`config.mk`:
```
export PLATFORM = sky130hd
export DESIGN_NAME = fp16_cmp_minmax_flat
export DESIGN_NICKNAME = d
export VERILOG_FILES = /design/src/rtl/fp16_cmp_minmax_if.sv /design/src/rtl/fp16_cmp_minmax.sv /design/src/flat_wrapper.sv
export SDC_FILE = /design/constraint.sdc
export NUM_CORES = 1
export LEC_CHECK = 0
export CORE_MARGIN = 1
export CORE_UTILIZATION = 50
export CTS_CLUSTER_DIAMETER = 60
export CTS_CLUSTER_SIZE = 10
export DETAILED_ROUTE_END_ITERATION = 12
export PLACE_DENSITY = 0.89
export SETUP_SLACK_MARGIN = 0.5
export SYNTH_ARGS = -nofsm -noshare
export SYNTH_HDL_FRONTEND = slang
export SYNTH_HIERARCHICAL = 1
export SYNTH_SLANG_ARGS = --single-unit
```
`constraint.sdc`:
```
create_clock -name clk -period 2.4 [get_ports clk]
set_clock_uncertainty 0.1 [all_clocks]
set_input_delay 0.48 -clock clk [delete_from_list [all_inputs] [get_ports clk]]
set_output_delay 0.48 -clock clk [all_outputs]
set_load 0.03 [all_outputs]
```
`src/rtl/fp16_cmp_minmax_if.sv`:
```
// Operand/result bus for the fp16 compare and min/max unit.
// A beat moves on a side only in a cycle where its valid and ready are both high; a valid
// beat holds its payload until it is taken, and ready may depend on state and downstream
// ready but never on the same side's valid.
interface fp16_cmp_minmax_if;
    logic        in_valid;
    logic        in_ready;
    logic [2:0]  op;
    logic [15:0] a;
    logic [15:0] b;
    logic        out_valid;
    logic        out_ready;
    logic [15:0] result;
    logic        invalid;

    modport slave (
        input  in_valid, op, a, b, out_ready,
        output in_ready, out_valid, result, invalid
    );

    modport master (
        output in_valid, op, a, b, out_ready,
        input  in_ready, out_valid, result, invalid
    );
endinterface

```
`src/rtl/fp16_cmp_minmax.sv`:
```
// Two-stage binary16 FEQ/FLT/FLE/FMIN/FMAX unit (RISC-V Zfh semantics) with a
// valid/ready pipeline, plus the fp_class operand classifier it relies on.
module fp_class (
    input  logic [15:0] x,
    output logic        is_qnan,
    output logic        is_snan,
    output logic        is_zero
);
    logic exp_ones;
    logic mant_nz;

    assign exp_ones = &x[14:10];
    assign mant_nz  = |x[9:0];
    assign is_qnan  = exp_ones & x[9];
    assign is_snan  = exp_ones & ~x[9] & mant_nz;
    assign is_zero  = ~|x[14:0];
endmodule

module fp16_cmp_minmax #(
    parameter logic [15:0] CANON_NAN = 16'h7E00
) (
    input logic               clk,
    input logic               rst,
    fp16_cmp_minmax_if.slave  io
);
    localparam logic [2:0] OP_FEQ  = 3'd0;
    localparam logic [2:0] OP_FLT  = 3'd1;
    localparam logic [2:0] OP_FLE  = 3'd2;
    localparam logic [2:0] OP_FMIN = 3'd3;
    localparam logic [2:0] OP_FMAX = 3'd4;

    logic qa_w, sa_w, za_w, qb_w, sb_w, zb_w;

    fp_class u_class_a (.x(io.a), .is_qnan(qa_w), .is_snan(sa_w), .is_zero(za_w));
    fp_class u_class_b (.x(io.b), .is_qnan(qb_w), .is_snan(sb_w), .is_zero(zb_w));

    // Stage 1 state
    logic        s1_valid;
    logic [15:0] s1_a, s1_b;
    logic [2:0]  s1_op;
    logic        s1_qa, s1_sa, s1_za, s1_qb, s1_sb, s1_zb;
    logic        s1_lt_mag, s1_eq_mag;

    // Stage 2 state, which is also the output beat
    logic        s2_valid;
    logic [15:0] s2_result;
    logic        s2_invalid;

    logic s2_adv, s1_adv;

    assign s2_adv      = ~s2_valid | io.out_ready;
    assign s1_adv      = ~s1_valid | s2_adv;
    assign io.in_ready = s1_adv;

    assign io.out_valid = s2_valid;
    assign io.result    = s2_result;
    assign io.invalid   = s2_invalid;

    logic a_nan, b_nan, any_nan, both_zero, eq, lt;
    logic [15:0] res_d;
    logic        inv_d;

    assign a_nan     = s1_qa | s1_sa;
    assign b_nan     = s1_qb | s1_sb;
    assign any_nan   = a_nan | b_nan;
    assign both_zero = s1_za & s1_zb;
    assign eq        = ~any_nan & (both_zero | (s1_a == s1_b));
    // Sign-magnitude ordering; for two negatives the larger magnitude is the smaller value.
    assign lt        = ~any_nan & ~both_zero &
                       ((s1_a[15] & ~s1_b[15]) |
                        (~s1_a[15] & ~s1_b[15] & s1_lt_mag) |
                        (s1_a[15] & s1_b[15] & ~s1_lt_mag & ~s1_eq_mag));

    always_comb begin
        res_d = 16'h0000;
        inv_d = 1'b0;
        case (s1_op)
            OP_FEQ: begin
                res_d = {15'b0, eq};
                inv_d = s1_sa | s1_sb;
            end
            OP_FLT: begin
                res_d = {15'b0, lt};
                inv_d = any_nan;
            end
            OP_FLE: begin
                res_d = {15'b0, lt | eq};
                inv_d = any_nan;
            end
            OP_FMIN, OP_FMAX: begin
                inv_d = s1_sa | s1_sb;
                if (a_nan & b_nan) begin
                    res_d = CANON_NAN;
                end else if (a_nan) begin
                    res_d = s1_b;
                end else if (b_nan) begin
                    res_d = s1_a;
                end else if (both_zero) begin
                    // -0 orders below +0 here, unlike in the compares.
                    if (s1_op == OP_FMIN) res_d = s1_a[15] ? s1_a : s1_b;
                    else                  res_d = s1_a[15] ? s1_b : s1_a;
                end else if (s1_op == OP_FMIN) begin
                    res_d = (lt | eq) ? s1_a : s1_b;
                end else begin
                    res_d = lt ? s1_b : s1_a;
                end
            end
            default: begin
                res_d = 16'h0000;
                inv_d = 1'b0;
            end
        endcase
    end

    always_ff @(posedge clk or posedge rst) begin
        if (rst) begin
            s1_valid   <= 1'b0;
            s1_a       <= 16'h0000;
            s1_b       <= 16'h0000;
            s1_op      <= 3'd0;
            s1_qa      <= 1'b0;
            s1_sa      <= 1'b0;
            s1_za      <= 1'b0;
            s1_qb      <= 1'b0;
            s1_sb      <= 1'b0;
            s1_zb      <= 1'b0;
            s1_lt_mag  <= 1'b0;
            s1_eq_mag  <= 1'b0;
            s2_valid   <= 1'b0;
            s2_result  <= 16'h0000;
            s2_invalid <= 1'b0;
        end else begin
            if (s1_adv) begin
                s1_valid <= io.in_valid;
                if (io.in_valid) begin
                    s1_a      <= io.a;
                    s1_b      <= io.b;
                    s1_op     <= io.op;
                    s1_qa     <= qa_w;
                    s1_sa     <= sa_w;
                    s1_za     <= za_w;
                    s1_qb     <= qb_w;
                    s1_sb     <= sb_w;
                    s1_zb     <= zb_w;
                    s1_lt_mag <= io.a[14:0] < io.b[14:0];
                    s1_eq_mag <= io.a[14:0] == io.b[14:0];
                end
            end
            if (s2_adv) begin
                s2_valid <= s1_valid;
                if (s1_valid) begin
                    s2_result  <= res_d;
                    s2_invalid <= inv_d;
                end
            end
        end
    end
endmodule

```
`src/flat_wrapper.sv`:
```
// flat-port wrapper written by rule: the top's interface ports become plain ports
module fp16_cmp_minmax_flat 
#(
    parameter logic [15:0] CANON_NAN = 16'h7E00
)
  (clk, rst, io_in_valid, io_op, io_a, io_b, io_out_ready, io_in_ready, io_out_valid, io_result, io_invalid);
  fp16_cmp_minmax_if io_i ();
  input logic clk;
  input logic rst;
  input wire logic [$bits(io_i.in_valid)-1:0] io_in_valid;
  input wire logic [$bits(io_i.op)-1:0] io_op;
  input wire logic [$bits(io_i.a)-1:0] io_a;
  input wire logic [$bits(io_i.b)-1:0] io_b;
  input wire logic [$bits(io_i.out_ready)-1:0] io_out_ready;
  output wire logic [$bits(io_i.in_ready)-1:0] io_in_ready;
  output wire logic [$bits(io_i.out_valid)-1:0] io_out_valid;
  output wire logic [$bits(io_i.result)-1:0] io_result;
  output wire logic [$bits(io_i.invalid)-1:0] io_invalid;
  assign io_i.in_valid = io_in_valid;
  assign io_i.op = io_op;
  assign io_i.a = io_a;
  assign io_i.b = io_b;
  assign io_i.out_ready = io_out_ready;
  assign io_in_ready = io_i.in_ready;
  assign io_out_valid = io_i.out_valid;
  assign io_result = io_i.result;
  assign io_invalid = io_i.invalid;
  fp16_cmp_minmax #(.CANON_NAN(CANON_NAN)) u_core (.clk(clk), .rst(rst), .io(io_i));
endmodule
```
; ---- Yosys cells after proc, flatten, opt, wreduce, memory -nomap -nowiden
; Index checks and enable logic that the tools add are counted.
[totals]
reg_bits = 62
in_bits = 39
output_inout_bits = 19
word_cells = 85
[classes]
magnitude_cmp = 1
n_eq_ne = 6
n_mux = 12
bitwise_logic = 37
n_reduce_logical = 14
[ops]
columns = op, n
row1 = two-way mux 16 bit, 10
row2 = case mux 16 bit (4 select lines), 1
row3 = OR reduction 15 bit, 2
row4 = OR reduction 10 bit, 2
row5 = bitwise AND 1 bit, 17
row6 = equality test 16 bit, 1
row7 = equality test 15 bit, 1
row8 = < comparator 15 bit, 1
row9 = NOT 1 bit, 10
row10 = OR 1 bit, 10
row11 = AND reduction 5 bit, 2
row12 = equality test 3 x 2 -> 1 bit (second input constant), 2
row13 = AND reduction 2 bit, 2
row14 = OR reduction 2 bit, 2
row15 = equality test 3 x 1 -> 1 bit (second input constant), 1
row16 = equality test 3 bit (second input constant), 1
row17 = zero test 3 bit, 1
row18 = OR reduction 3 bit, 1
row19 = zero test 1 bit, 2
row20 = case mux 1 bit (2 select lines), 1

; ---- Logic depth before layout (Yosys ltp)
; Gate-level depths: netlist of the first run.
[depth]
word_depth = 14
ltp_mapped = 9
depth_no_buf = 9

; ---- Cells and area by module
; Netlist of the first run, hierarchy kept.
[modules_own_cells]
columns = mod, n_inst, cells_each, area_per_inst_um2, seq_area_each_um2
row1 = fp16_cmp_minmax, 1, 426, 4026.4, 1551.5
row2 = fp_class, 2, 10, 70.1, 0.0

; ---- Worst setup path before layout of the first run
; OpenSTA, ideal clock, no wires.
[synth_timing]
path_type = reg2reg
from = register u_core.s1_a[15]
to = register u_core.s2_result[10] (netlist: u_core/io.result[10])
setup_time_ps = 126
t_arrival_ps = 2241
t_required_ps = 2174
setup_slack_ps = -66
path_stages_with_launch = 10
n_path_buf = 0
period_less_slack_ps = 2466
path_cell_list = dfrtp_1 inv_1 ha_1 a21oi_2 and2_4 nand2_1 a311oi_2 o31ai_4 a221oi_1 o21ai_1
[synth_via]
elab_chain_len = 14
word_cells_on_any_way = 25
classes_between = eq/ne (1) / mux (11) / bitwise (13)
[synth_lines]
columns = element, line_no
row1 = start: declaration, fp16_cmp_minmax.sv:39  ; logic [15:0] s1_a, s1_b;
row2 = start signal: assignment, fp16_cmp_minmax.sv:136  ; s1_a <= io.a;
row3 = NOT 1 bit, fp16_cmp_minmax.sv:71  ; (~s1_a[15] & ~s1_b[15] & s1_lt_mag) |
row4 = bitwise AND 1 bit (2 in a row), fp16_cmp_minmax.sv:71
row5 = OR 1 bit, fp16_cmp_minmax.sv:70  ; ((s1_a[15] & ~s1_b[15]) |
row6 = OR 1 bit, fp16_cmp_minmax.sv:71
row7 = bitwise AND 1 bit, fp16_cmp_minmax.sv:69  ; assign lt = ~any_nan & ~both_zero &
row8 = OR 1 bit, fp16_cmp_minmax.sv:103  ; res_d = (lt | eq) ? s1_a : s1_b;
row9 = two-way mux 16 bit, fp16_cmp_minmax.sv:103
row10 = two-way mux 16 bit, fp16_cmp_minmax.sv:102  ; end else if (s1_op == OP_FMIN) begin
row11 = two-way mux 16 bit (*), fp16_cmp_minmax.sv:98  ; end else if (both_zero) begin
row12 = two-way mux 16 bit (*), fp16_cmp_minmax.sv:96  ; end else if (b_nan) begin
row13 = two-way mux 16 bit (*), fp16_cmp_minmax.sv:94  ; end else if (a_nan) begin
row14 = two-way mux 16 bit (*), fp16_cmp_minmax.sv:92  ; if (a_nan & b_nan) begin
row15 = case mux 16 bit (4 select lines) (*), fp16_cmp_minmax.sv:77  ; case (s1_op)
row16 = end signal: assignment, fp16_cmp_minmax.sv:152  ; s2_result <= res_d;
row17 = end: declaration, fp16_cmp_minmax.sv:46  ; logic [15:0] s2_result;
; Mark *: on every way between the ends. The rest lies on a longest branch, timed or not.
; A chain may end at the register's enable or synchronous reset.

; ---- Worst setup path in the final report of the first run
[layout_timing]
from = register u_core.s1_b[15]
to = register u_core.s2_result[11] (netlist: u_core/io.result[11])
[layout_via]
elab_chain_len = 14
word_cells_on_any_way = 22
classes_between = eq/ne (1) / mux (8) / bitwise (13)
[layout_lines]
columns = element, line_no
row1 = start: declaration, fp16_cmp_minmax.sv:39
row2 = start signal: assignment, fp16_cmp_minmax.sv:137  ; s1_b <= io.b;
row3 = NOT 1 bit, "fp16_cmp_minmax.sv:70, fp16_cmp_minmax.sv:71"
row4 = bitwise AND 1 bit (2 in a row), fp16_cmp_minmax.sv:71
row5 = OR 1 bit, fp16_cmp_minmax.sv:70
row6 = OR 1 bit, fp16_cmp_minmax.sv:71
row7 = bitwise AND 1 bit, fp16_cmp_minmax.sv:69
row8 = OR 1 bit, fp16_cmp_minmax.sv:103
row9 = two-way mux 16 bit, fp16_cmp_minmax.sv:103
row10 = two-way mux 16 bit (*), fp16_cmp_minmax.sv:102
row11 = two-way mux 16 bit (*), fp16_cmp_minmax.sv:98
row12 = two-way mux 16 bit (*), fp16_cmp_minmax.sv:96
row13 = two-way mux 16 bit (*), fp16_cmp_minmax.sv:94
row14 = two-way mux 16 bit (*), fp16_cmp_minmax.sv:92
row15 = case mux 16 bit (4 select lines) (*), fp16_cmp_minmax.sv:77
; Marks and branches as above.

==> results.yml, run 1 <==
worst_setup_path:
  crit_fanout: 5
  crit_slowest_cell: "dfrtp_2"
  cp.arrival_ns: 2.45
  worst-path-buf-inv: 0
  worstPathRequired_ns: 2.53
  rr_worst_depth: 8
  start_kind: "flop"
  crit_path_max_incr_delay_ns: 0.47
  cp_cell_sequence: "ha_4, or3b_4, and2_4, nand2_4, a311oi_4, o31ai_4, a221oi_2, o21ai_1"
  crit_path_end_kind: "flop"
  critPathTopFamily: "compound AO/OA/AOI/OAI gates"
  critPathKind: "reg2reg"
  cp_num_cells: 8
pwr:
  pwr-share-clk: 0.243
  comb_power_share: 0.405
  seqPwrFrac: 0.352
  switching_share: 0.391
  p_switching_mw: 1.55
  p_int_mw: 2.41
  ir_drop_uv: 347
  p_leak_nw: 2.55
  total_power_mw: 3.95
  power_density_nw_per_um2: 685
clock_network:
  clk_pin_slew_ns: 0.07
  cts-root-buf: "clkbuf_8"
  postCtsHoldBufs: 0
  cts_tree: "built"
  cts_buffers: 9
  insertion_delay_ns: 0.36
  clock-sinks: 62
  cts_buffer_depth: 2
  cts_max_level: 3
yosys:
  synth-main-ff-cell: "dfrtp_1"
  async_flop_share: 1.00
  synth.cell_area_sq_um: 4170
  yosysSeqAreaShare: 0.372
  syn_nets: 504
  synth_area_per_cell_sq_um: 9.34
  synth_cell_types: 69
  ys_ff_latch: 62
  syn_inst: 446
  synth-edff-count: 0
  ys_warn_count: 6
routing:
  drt_iter0_drc: 537
  viasPerCell: 6.60
  drc: 0
  wl_per_cell_microns: 21.5
  num_vias: 4308
  drt-total-wl_microns: 14000
  ant_nets: 0
  drtPass1Iterations: 6
grt:
  grt_first_pass_wirelength_microns: 21400
  grt_pass1_vias: 4034
  grt_start_max_net_pins: 61
  grt-ovfl-total: 0
  antenna_found_initial: 0
  track_usage: 0.327
timing:
  report.final.slew_viol_count: 0
  finalSetupViolCount: 0
  grt_setup_unrepaired: "true"
  fmax_ghz: 0.431
  tightest_slew_ns: 0.506
  postLayoutSetupSlackWorst_ns: 0.0790
  hold_viol_final: 0
  layout_min_cycle_time_ns: 2.32
  finalCritPeriodShare: 0.967
  timing.max_slew.rel_slack: 0.661
placement:
  dp_hpwl_microns: 9590
  pre_cts_ws_ns: -0.203
  place_area_sq_um: 5150
  io_buffers: 57
  gp_congestion: 0.952
die:
  die_h_microns: 93.3
  start_util: 0.528
  rows: 32
  coreArea_sq_um: 7890
  io_pins: 58
  die_w_microns: 93.3
  dieArea_sq_um: 8700
final_layout:
  area_delta_synth_final_pct: 38.5
  design_area_sq_um: 5770
  final_layout_size_suffix_gt1_frac: 0.341
  antenna_cells: 0
  nNetsFinal: 604
  nFillCells: 506
  fin_util: 0.732
flow_run:
  max_cap_violations: 0
worst_hold_path:
  hp-class: "in2reg"
  hold_depth: 3
status:
  status: "completed"
==> through the flow <==
step,hold slack [ns],std cells,TNS [ns]
global placement,0.366,617,-0.139
detailed placement,0.372,617,-0.217
global route,0.343,653,0
CTS,0.344,644,0
finish,0.322,653,0
floorplan,0.351,446,0
==> per-layer routing <==
metal | vias up | part of all wire | GRT usage
met5 | - | 0 | 0
met4 | 0 | 0.041 | 0.118
met3 | 65 | 0.090 | 0.0610
met2 | 312 | 0.47 | 0.531
met1 | 2061 | 0.40 | 0.436
li1 | 1870 | - | -
==> timing repair <==
action,CTS,global route
setup buffers,11,9
pin swaps,25,30
gates resized for setup,89,35
endpoints found under the setup margin,40,20
==> worst register-to-register path, cell delays in order, from the launching register on <==
cell and delay (ns):
dfrtp_2 0.47, ha_4 0.18, or3b_4 0.26, and2_4 0.20
nand2_4 0.09, a311oi_4 0.35, o31ai_4 0.18, a221oi_2 0.26
o21ai_1 0.11
==> cells in the final DEF, fill, tap and decap left out, types with 15 or more instances in the layout <==
cell / synthesis / routed
a21oi_1: 25 / 20
o21ai_0: 36 / 34
mux2_2: 26 / 26
nand2_1: 44 / 40
dfrtp_1: 62 / 53
buf_4: 2 / 48
xor2_1: 15 / 15
o21ai_1: 14 / 16
nor2_1: 24 / 23
dlygate4sd2_1: 0 / 38
==> area by class of cell <==
class,count,area (sq um),area share
inverters,20,81.3,0.0141
clock buffers,9,124,0.0215
clock inverters,7,73.8,0.0128
well taps,102,128,0.0221
repair buffers,114,1030,0.179
multi-input cells,339,2770,0.480
flip-flops and latches,62,1560,0.271
==> final timing paths <==
kind                                 startpoint              endpoint  slack (ns)
setup / recovery                u_core/s1_b[15]  u_core/io.result[11]        0.08
hold / removal                          io_b[1]        u_core/s1_b[1]        0.32
setup reg to reg                u_core/s1_b[15]  u_core/io.result[11]        0.08
hold reg to reg            u_core/io.result[13]  u_core/io.result[13]        0.38
max in group asynchronous                   rst       u_core/s1_op[1]        1.33
min in group asynchronous                   rst        u_core/s1_a[7]        0.33
==> sequential cells by signal (all words and copies together), names as in the netlist <==
name / cells
u_core/s1_zb: 1
u_core/s1_sa: 1
u_core/s1_sb: 1
u_core/s1_qb: 1
u_core/s1_b: 16
u_core/io.invalid: 1
u_core/s1_za: 1
u_core/s1_qa: 1
u_core/s1_lt_mag: 1
u_core/s1_eq_mag: 1
u_core/io.out_valid: 1
u_core/s1_op: 3
u_core/s1_a: 16
u_core/io.result: 16
u_core/s1_valid: 1
==> kinds of logic (layout without fill, tap and decap cells) <==
kind of cell | after synthesis | after routing | synth area share
AOI/OAI and AO/OA | 138 | 138 | 0.228
xor gates and xnor gates | 17 | 17 | 0.0402
adders and majority gates | 19 | 19 | 0.0571
buffers and inverters | 45 | 150 | 0.0462
DFF | 62 | 62 | 0.372
muxes | 33 | 33 | 0.0871
and+or+nand+nor | 132 | 132 | 0.169
==> synth_stat cells (10+ instances only) <==
master | instances | share of area
a21oi_1 | 25 | 0.030
nor2_1 | 24 | 0.022
o21ai_0 | 36 | 0.043
xor2_1 | 15 | 0.032
o21ai_1 | 14 | 0.017
dfrtp_1 | 62 | 0.37
ha_1 | 19 | 0.057
mux2_2 | 26 | 0.070
nand2_1 | 44 | 0.040
inv_1 | 20 | 0.018
nand3_1 | 10 | 0.012
clkbuf_1 | 10 | 0.0090
==> power by group through the flow <==
stage               Clock (mW)  Combinational [mW]  Sequential (mW)
CTS                      0.954                1.47             1.37
floorplan                    0               0.781             1.47
detailed placement           0                1.38             1.39
global placement             0                1.35             1.38
global route              1.02                1.70             1.40
finish                   0.960                1.60             1.39
(Power assumes the default switching activity.)
==> run 2: changes to the inputs <==
Settings changed: GPL_ROUTABILITY_DRIVEN from default to 0, SLEW_MARGIN from default to 20.
==> results.yml, run 2 (synthesized netlist as in run 1, its figures left out) <==
routing:
  wl_met3_microns: 2230
  drtPass1Iterations: 8
  top_layer: "met4"
  wl_per_cell_microns: 26.2
  ant_nets: 0
  viasPerCell: 7.21
  drt_iter0_drc: 840
  wl_met2_microns: 7520
  wl_met1_microns: 5940
  num_vias: 4727
  drc: 0
  drt-total-wl_microns: 17200
clock_network:
  cts-root-buf: "clkbuf_8"
  insertion_delay_ns: 0.36
  cts_max_level: 3
  postCtsHoldBufs: 0
  cts_buffer_depth: 2
  cts_buffers: 9
  clk_pin_slew_ns: 0.09
  clock-sinks: 62
  cts_tree: "built"
worst_setup_path:
  cp.arrival_ns: 2.62
  worstPathRequired_ns: 2.54
  rr_worst_depth: 11
  cp_cell_sequence: "ha_4, or3b_4, buf_4, buf_4, a21oi_4, buf_6, xnor2_2, a21oi_1, nand2_1, o21ai_1, a21oi_1"
  crit_path_end_kind: "flop"
  critPathKind: "reg2reg"
  crit_slowest_cell: "dfrtp_2"
  crit_path_max_incr_delay_ns: 0.43
  start_kind: "flop"
  crit_fanout: 3
flow_run:
  max_cap_violations: 0
status:
  violations: "negative setup slack"
  status: "finished, violations left"
timing:
  report.final.slew_viol_count: 0
  tightest_slew_ns: 0.586
  layout_min_cycle_time_ns: 2.48
  postLayoutSetupSlackWorst_ns: -0.0777
  grt_setup_unrepaired: "true"
  finalCritPeriodShare: 1.03
  whs_ns: 0.346
  fmax_ghz: 0.404
  finalSetupViolCount: 3
  hold_viol_final: 0
  timing.max_slew.rel_slack: 0.606
grt:
  grt_first_pass_wirelength_microns: 25000
  track_usage: 0.389
  antenna_found_initial: 0
  grt_start_max_net_pins: 42
  grt-ovfl-total: 0
  grt_pass1_vias: 4618
die:
  rows: 32
  die_h_microns: 93.3
  io_pins: 58
  die_w_microns: 93.3
  dieArea_sq_um: 8700
  coreArea_sq_um: 7890
  start_util: 0.528
final_layout:
  antenna_cells: 0
  final_cell_mix: "52 x dfrtp_1, 51 x buf_4, 39 x nand2_1"
  design_area_sq_um: 5840
  final_layout_size_suffix_gt1_frac: 0.357
  area_delta_synth_final_pct: 40.2
  multi_input_area_sq_um: 2810
  ff_latch_area_sq_um: 1560
  nFillCells: 442
  fin_util: 0.741
  nNetsFinal: 607
  layout_commonest_cell: "dfrtp_1"
pwr:
  power_density_nw_per_um2: 707
  ir_drop_uv: 349
  p_leak_nw: 2.58
worst_hold_path:
  hold_depth: 3
  hp-class: "in2reg"
placement:
  io_buffers: 57
  place_area_sq_um: 5120
  dp_hpwl_microns: 9090
==> run 2: cell types whose count changed in the layout (fill, tap and decap cells not counted), moves of 2 or more <==
cell | previous run | this run
nand3_1 | 8 | 6
ha_4 | 12 | 10
nand3_2 | 2 | 4
o21ai_0 | 34 | 32
buf_4 | 48 | 51
o21ai_2 | 0 | 2
nor2_1 | 23 | 21
==> run 2: metrics by stage <==
step | power (mW) | TNS [ns] | setup WS (ns) | instances
3_5_place_dp | 2.74 | -0.217 | -0.178 | 614
5_1_grt | 4.25 | -1.35 | -0.163 | 656
4_1_cts | 3.81 | 0 | 0.169 | 645
2_1_floorplan | 2.25 | 0 | 0.203 | 446
3_3_place_gp | 2.69 | -0.138 | -0.138 | 614
6_report | 4.13 | -0.139 | -0.0777 | 656
==> run 2: worst max-delay path: cells and delay by family (launching register included) <==
kind / cells / cell delay (ns)
AO/OA/AOI/OAI: 4 / 0.69
XOR/XNOR: 1 / 0.06
flip-flops: 1 / 0.43
AND/OR/NAND/NOR: 2 / 0.49
adder cells (fa/ha/maj): 1 / 0.16
buffers and inverters: 3 / 0.43
==> run 2: worst paths after layout <==
check,endpoint,slack [ns],from
max,u_core/io.result[0],-0.08,u_core/s1_b[15]
min,u_core/io.out_valid,0.35,io_out_ready
max reg2reg,u_core/io.result[0],-0.08,u_core/s1_b[15]
min reg2reg,u_core/io.result[13],0.41,u_core/io.result[13]
max in group asynchronous,u_core/s1_a[6],1.20,rst
min in group asynchronous,u_core/s1_op[0],0.40,rst
==> run 2: power breakdown <==
group / leakage (nW) / internal [mW] / switching, mW
Combinational: 1.72 / 0.749 / 1.02
Sequential: 0.765 / 1.20 / 0.207
Clock: 0.0956 / 0.481 / 0.482
Total: 2.58 / 2.43 / 1.70
==> run 2: layer usage <==
layer  track usage  vias up
met4         0.299        0
met1         0.461     2173
met5        0.0192        -
met2         0.595      491
li1              -     1872
met3         0.108      191
==> run 2: cell type report <==
cell class / count / area share
repair buffers: 117 / 0.183
multi-input cells: 339 / 0.480
clock inverters: 7 / 0.0124
flip-flops and latches: 62 / 0.268
well taps: 102 / 0.0218
clock buffers: 9 / 0.0212
inverters: 20 / 0.0139
==> run 2: repair_timing <==
item                                    CTS  global route
gates cloned                              1             0
setup buffers                            14            11
gates resized for setup                 105            34
pin swaps                                31            32
endpoints found under the setup margin   40            22
